[config.mk]
export PLATFORM = sky130hd
export DESIGN_NAME = sync_fifo_flat
export DESIGN_NICKNAME = d
export VERILOG_FILES = /design/src/rtl/sync_fifo_pkg.sv /design/src/rtl/sync_fifo_if.sv /design/src/rtl/fifo_mem.sv /design/src/rtl/sync_fifo.sv /design/src/flat_wrapper.sv
export SDC_FILE = /design/constraint.sdc
export NUM_CORES = 1
export LEC_CHECK = 0
export ABC_AREA = 1
export BUFFER_PORTS_ARGS = -buffer_cell sky130_fd_sc_hd__buf_2
export CORE_UTILIZATION = 50
export CTS_CLUSTER_DIAMETER = 150
export DETAILED_ROUTE_END_ITERATION = 6
export GPL_TIMING_DRIVEN = 0
export HOLD_SLACK_MARGIN = 0.12
export PLACE_DENSITY_LB_ADDON = 0.12
export SLEW_MARGIN = 20
export SYNTH_ARGS = -nofsm -noshare
export SYNTH_HDL_FRONTEND = slang
export SYNTH_SLANG_ARGS = --single-unit
[constraint.sdc]
create_clock -name CLK -period 2.1 [get_ports CLK]
set_clock_uncertainty 0.15 [all_clocks]
set_input_delay 0 -clock CLK [delete_from_list [all_inputs] [get_ports CLK]]
set_output_delay 0 -clock CLK [all_outputs]
set_load 0.02 [all_outputs]
[src/rtl/sync_fifo_pkg.sv]
// rtl/sync_fifo_pkg.sv - shared FIFO geometry defaults and depth rule
// Holds default WIDTH/DEPTH/ADDRESS and the DEPTH == 2**ADDRESS check used by the top.
package sync_fifo_pkg;

    localparam int DEF_WIDTH   = 8;
    localparam int DEF_ADDRESS = 3;
    localparam int DEF_DEPTH   = 1 << DEF_ADDRESS;

    // Storage is indexed by the low ADDRESS pointer bits, so the depth must be
    // exactly a power of two matching the address width.
    function automatic bit depth_ok(input int depth, input int address);
        return depth == (1 << address);
    endfunction

endpackage

[src/rtl/sync_fifo_if.sv]
// rtl/sync_fifo_if.sv - push/pop handshake bundle for sync_fifo
// Signals: W_INC, WR_DATA (push side), R_INC (pop request),
// RD_DATA, FULL, EMPTY (status returned by the FIFO).
// master: the FIFO user; slave: the FIFO itself.
interface sync_fifo_if #(
    parameter int WIDTH = sync_fifo_pkg::DEF_WIDTH
);
    logic             W_INC;
    logic [WIDTH-1:0] WR_DATA;
    logic             R_INC;
    logic [WIDTH-1:0] RD_DATA;
    logic             FULL;
    logic             EMPTY;

    modport master (
        output W_INC, WR_DATA, R_INC,
        input  RD_DATA, FULL, EMPTY
    );

    modport slave (
        input  W_INC, WR_DATA, R_INC,
        output RD_DATA, FULL, EMPTY
    );
endinterface

[src/rtl/fifo_mem.sv]
// rtl/fifo_mem.sv - FIFO storage array, one sync write port, one comb read port
// Ports: clk, rst_n (async active-low, clears every entry), we/waddr/wdata
// (write on rising clk), raddr/rdata (combinational read).
module fifo_mem #(
    parameter int WIDTH   = sync_fifo_pkg::DEF_WIDTH,
    parameter int DEPTH   = sync_fifo_pkg::DEF_DEPTH,
    parameter int ADDRESS = sync_fifo_pkg::DEF_ADDRESS
) (
    input  logic               clk,
    input  logic               rst_n,
    input  logic               we,
    input  logic [ADDRESS-1:0] waddr,
    input  logic [WIDTH-1:0]   wdata,
    input  logic [ADDRESS-1:0] raddr,
    output logic [WIDTH-1:0]   rdata
);

    logic [WIDTH-1:0] mem [DEPTH];

    // Clearing the array on reset makes RD_DATA read zero while the FIFO is
    // freshly reset, instead of exposing stale words.
    always_ff @(posedge clk or negedge rst_n) begin
        if (!rst_n) begin
            for (int i = 0; i < DEPTH; i++) begin
                mem[i] <= '0;
            end
        end else if (we) begin
            mem[waddr] <= wdata;
        end
    end

    assign rdata = mem[raddr];

endmodule

[src/rtl/sync_fifo.sv]
// rtl/sync_fifo.sv - single-clock first-word-fall-through FIFO
// Ports: CLK (rising edge), RST (async active-low), bus (sync_fifo_if.slave):
// W_INC/WR_DATA push, R_INC pop, RD_DATA head word, FULL, EMPTY.
module sync_fifo
    import sync_fifo_pkg::*;
#(
    parameter int WIDTH   = DEF_WIDTH,
    parameter int DEPTH   = DEF_DEPTH,
    parameter int ADDRESS = DEF_ADDRESS
) (
    input  logic        CLK,
    input  logic        RST,
    sync_fifo_if.slave  bus
);

    if (!depth_ok(DEPTH, ADDRESS)) begin : g_bad_depth
        $error("sync_fifo: DEPTH must equal 2**ADDRESS");
    end

    // One extra pointer bit distinguishes full from empty when the indices match.
    logic [ADDRESS:0] wptr;
    logic [ADDRESS:0] rptr;
    logic             full;
    logic             empty;
    logic             wr_en;
    logic             rd_en;

    assign empty = (wptr == rptr);
    assign full  = (wptr[ADDRESS] != rptr[ADDRESS]) &&
                   (wptr[ADDRESS-1:0] == rptr[ADDRESS-1:0]);

    // Requests against a blocking flag are dropped silently; with both set
    // and neither flag active, both proceed and occupancy holds.
    assign wr_en = bus.W_INC && !full;
    assign rd_en = bus.R_INC && !empty;

    always_ff @(posedge CLK or negedge RST) begin
        if (!RST) begin
            wptr <= '0;
            rptr <= '0;
        end else begin
            if (wr_en) begin
                wptr <= wptr + 1'b1;
            end
            if (rd_en) begin
                rptr <= rptr + 1'b1;
            end
        end
    end

    fifo_mem #(
        .WIDTH   (WIDTH),
        .DEPTH   (DEPTH),
        .ADDRESS (ADDRESS)
    ) u_mem (
        .clk   (CLK),
        .rst_n (RST),
        .we    (wr_en),
        .waddr (wptr[ADDRESS-1:0]),
        .wdata (bus.WR_DATA),
        .raddr (rptr[ADDRESS-1:0]),
        .rdata (bus.RD_DATA)
    );

    assign bus.FULL  = full;
    assign bus.EMPTY = empty;

endmodule

[src/flat_wrapper.sv]
// flat-port wrapper written by rule: the top's interface ports become plain ports
module sync_fifo_flat import sync_fifo_pkg::*;
#(
    parameter int WIDTH   = DEF_WIDTH,
    parameter int DEPTH   = DEF_DEPTH,
    parameter int ADDRESS = DEF_ADDRESS
)
  (CLK, RST, bus_W_INC, bus_WR_DATA, bus_R_INC, bus_RD_DATA, bus_FULL, bus_EMPTY);
  sync_fifo_if #(.WIDTH(WIDTH)) bus_i ();
  input  logic CLK;
  input  logic RST;
  input wire logic [$bits(bus_i.W_INC)-1:0] bus_W_INC;
  input wire logic [$bits(bus_i.WR_DATA)-1:0] bus_WR_DATA;
  input wire logic [$bits(bus_i.R_INC)-1:0] bus_R_INC;
  output wire logic [$bits(bus_i.RD_DATA)-1:0] bus_RD_DATA;
  output wire logic [$bits(bus_i.FULL)-1:0] bus_FULL;
  output wire logic [$bits(bus_i.EMPTY)-1:0] bus_EMPTY;
  assign bus_i.W_INC = bus_W_INC;
  assign bus_i.WR_DATA = bus_WR_DATA;
  assign bus_i.R_INC = bus_R_INC;
  assign bus_RD_DATA = bus_i.RD_DATA;
  assign bus_FULL = bus_i.FULL;
  assign bus_EMPTY = bus_i.EMPTY;
  sync_fifo #(.WIDTH(WIDTH), .DEPTH(DEPTH), .ADDRESS(ADDRESS)) u_core (.CLK(CLK), .RST(RST), .bus(bus_i));
endmodule
==> impl_metrics.toml <==
[synthesis]
postSynthNetCount = 507
synth_cell_types = 29
yosys_warnings = 0
syn_inst = 493
syn-mean-instance-area_sq_um = 8.03
synth_top_area_share_pct = 45.5
synth_top_area_cell = "dfrtp_1"
netlist_area_sq_mm = 0.00396
seq_area_frac_synth_pct = 45.5
ys_seq_elements = 72
synthTopCellsByArea = "dfrtp_1 46%, nand2_1 17%, nand4_1 10%, o21ai_0 5.9%, nor2_1 4.6%"

[grt]
grt_pass1_vias = 3606
gr-total-overflow = 0
grt_usage_pct = 29.3
antenna_found_initial = 0
grt_first_pass_wirelength_um = 18500
grt_start_max_net_pins = 45

[final_layout]
layout_common_cells = "174 x nand2_1, 72 x dfrtp_1, 65 x nand4_1, 48 x nor2_1, 41 x o21ai_0"
n_fill_cell = 723
drive_above_1_share_pct = 16.8
fin_util_pct = 59.9
nets = 550
final-seq-area_sq_mm = 0.00180
syn_to_final_growth_pct = 16.4
multi_input_area_sq_mm = 0.00185
n_antenna_cell = 0
design_area_sq_mm = 0.00461
final_common_cell = "nand2_1"

[clocking]
cts_buffer_depth = 2
clkTransAtPathRegs_ps = 80
tritoncts = "done"
clock_latency_ps = 350
clock_sinks = 72
clockRootBuffer = "clkbuf_8"
htree_levels = 3
numCtsBuffers = 9

[timing]
setup_viol = 0
holdWs_ps = 319
worstMarginPinSlew_ps = 806
fin_setup_tns_ps = 0
period_minus_slack_ps = 2020
maxSlewHeadroom_pct = 45.9
setup_ws_ps = 76.4
hold_viol = 0
slew_viol_final = 0
finalCritPeriodShare_pct = 96.4
max_freq_ghz = 0.494

[routing]
drt_iter0_drc = 219
wl_per_cell_um = 17.4
viasPerCell = 5.72
dr.pass1.iters = 5
drc = 0
wirelength_um = 11200
via_count = 3677
ant_nets = 0

[pwr]
p_leak_nw = 2.30
peakVddDrop_mv = 1.02
power_density_mw_per_mm2 = 1600

[placement]
placed_area_sq_mm = 0.00418
gp_congestion = 0.864
portBuffers = 13
hpwlAfterDp_um = 7710
dp_slack_ps = 119

[floorplan]
die_y_um = 91.0
ioPinCount = 22
core_sq_mm = 0.00769
die-area_sq_mm = 0.00827
die_width_um = 91.0
rows = 32
initial_core_util_pct = 51.5

[setup_path]
crit_start = "u_core.rptr[0]$_DFFE_PN0P_"
crit_arrival_ps = 1870
crit_type = "register to primary output"
crit_required_ps = 1950
cpPeakStageDelay_ps = 390
start_kind = "register"
crit_chain = "buf_4, clkbuf_4, nor2_1, nor2_1, o21ai_0, o21ai_0, nand2_1, nand2_1, buf_2"
cpMaxStageDelayCell = "dfrtp_1"
endpoint_kind = "primary output"
rr_startpoint = "u_core.wptr[1]$_DFFE_PN0P_"
crit_fanout = 10

[min_path]
hold_path_class = "register to register"
min-delay-start = "u_core.u_mem.mem[11]$_DFFE_PN0P_"

[flow_run]
cap_viol_max_count = 0

[outcome]
status = "complete, no violations"
-- Yosys cell counts --
library cell / n
clkinv_1: 1
xor2_1: 2
nand3_1: 11
ha_1: 2
nand3_4: 2
buf_2: 3
nand2_2: 4
dfrtp_1: 72
buf_6: 10
nor2_1: 48
o21ai_0: 47
buf_4: 1
inv_1: 4
nand4_4: 1
a21oi_1: 1
nor3_2: 1
nand4_1: 65
o21ai_1: 2
nand2_1: 174
buf_12: 1
inv_2: 3
xnor2_1: 1
nor3_4: 6
clkbuf_2: 8
xnor2_4: 1
inv_6: 2
buf_1: 2
nand3_2: 4
clkbuf_1: 14
-- stage by stage --
stage | instances | power [mW]
2_1_floorplan | 493 | 5.00
3_3_place_gp | 608 | 5.97
3_5_place_dp | 609 | 6.04
4_1_cts | 638 | 7.26
5_1_grt | 643 | 7.93
6_report | 643 | 7.38
-- state kept, by name, indices dropped and copies added (netlist names) --
| register | count |
|---|---|
| u_core.rptr | 4 |
| u_core.wptr | 4 |
| u_core.u_mem.mem | 64 |
-- metal layers --
metal	vias to the layer above	global-route usage [%]	wire length [um]
met5	-	0	0
met1	1783	39.3	4930
li1	1751	-	-
met3	21	3.60	639
met2	122	48.2	5370
met4	0	12.3	267
-- final timing paths --
kind | endpoint | slack, ps | depth (start not counted)
min in group asynchronous | u_core.rptr[0]$_DFFE_PN0P_ | 550 | 4
max reg2reg | u_core.u_mem.mem[63]$_DFFE_PN0P_ | 190 | 5
min reg2reg | u_core.u_mem.mem[11]$_DFFE_PN0P_ | 320 | 2
max | bus_RD_DATA[2] | 80 | 9
max in group asynchronous | u_core.u_mem.mem[3]$_DFFE_PN0P_ | 1030 | 4
min | u_core.u_mem.mem[11]$_DFFE_PN0P_ | 320 | 2
-- area by class of cell --
cell class | instances | share of cell area [%]
sequential | 72 | 39.1
multi-input combinational | 372 | 40.2
tap | 102 | 2.77
buffer | 39 | 6.41
inverter | 10 | 1.09
timing repair buffer | 32 | 5.92
clock inverter | 6 | 1.49
clock buffer | 10 | 2.99
-- critical path: cells and delay by family, from the launching register on --
| family | cells | cell delay (ps) |
|---|---|---|
| AOI/OAI and AO/OA | 2 | 210 |
| buffers and inverters | 3 | 550 |
| DFF | 1 | 390 |
| and+or+nand+nor | 4 | 380 |
-- report_power, final --
| part | internal (mW) | switching, mW | total, mW | leakage, nW |
|---|---|---|---|---|
| logic | 1.37 | 2.50 | 3.87 | 1.29 |
| clock network | 0.585 | 0.562 | 1.15 | 0.102 |
| registers | 2.02 | 0.348 | 2.37 | 0.907 |
| total | 3.98 | 3.41 | 7.38 | 2.30 |
-- what timing repair did --
action                                  CTS  global route
hold endpoints to repair                140             0
endpoints found under the setup margin    8             9
resized for setup                        11            24
buffers inserted                          0             5
hold buffers                             13             0
-- logic make-up (layout without fill, tap and decap cells) --
logic type / count (synthesis) / count (layout) / synth area share [%]
and+or+nand+nor: 316 / 316 / 38.5
AOI/OAI and AO/OA: 50 / 50 / 6.32
DFF: 72 / 72 / 45.5
adders and majority gates: 2 / 2 / 0.632
xor gates and xnor gates: 4 / 4 / 1.36
buffers and inverters: 49 / 97 / 7.65
Note: power is estimated with default switching activity, not from simulation.
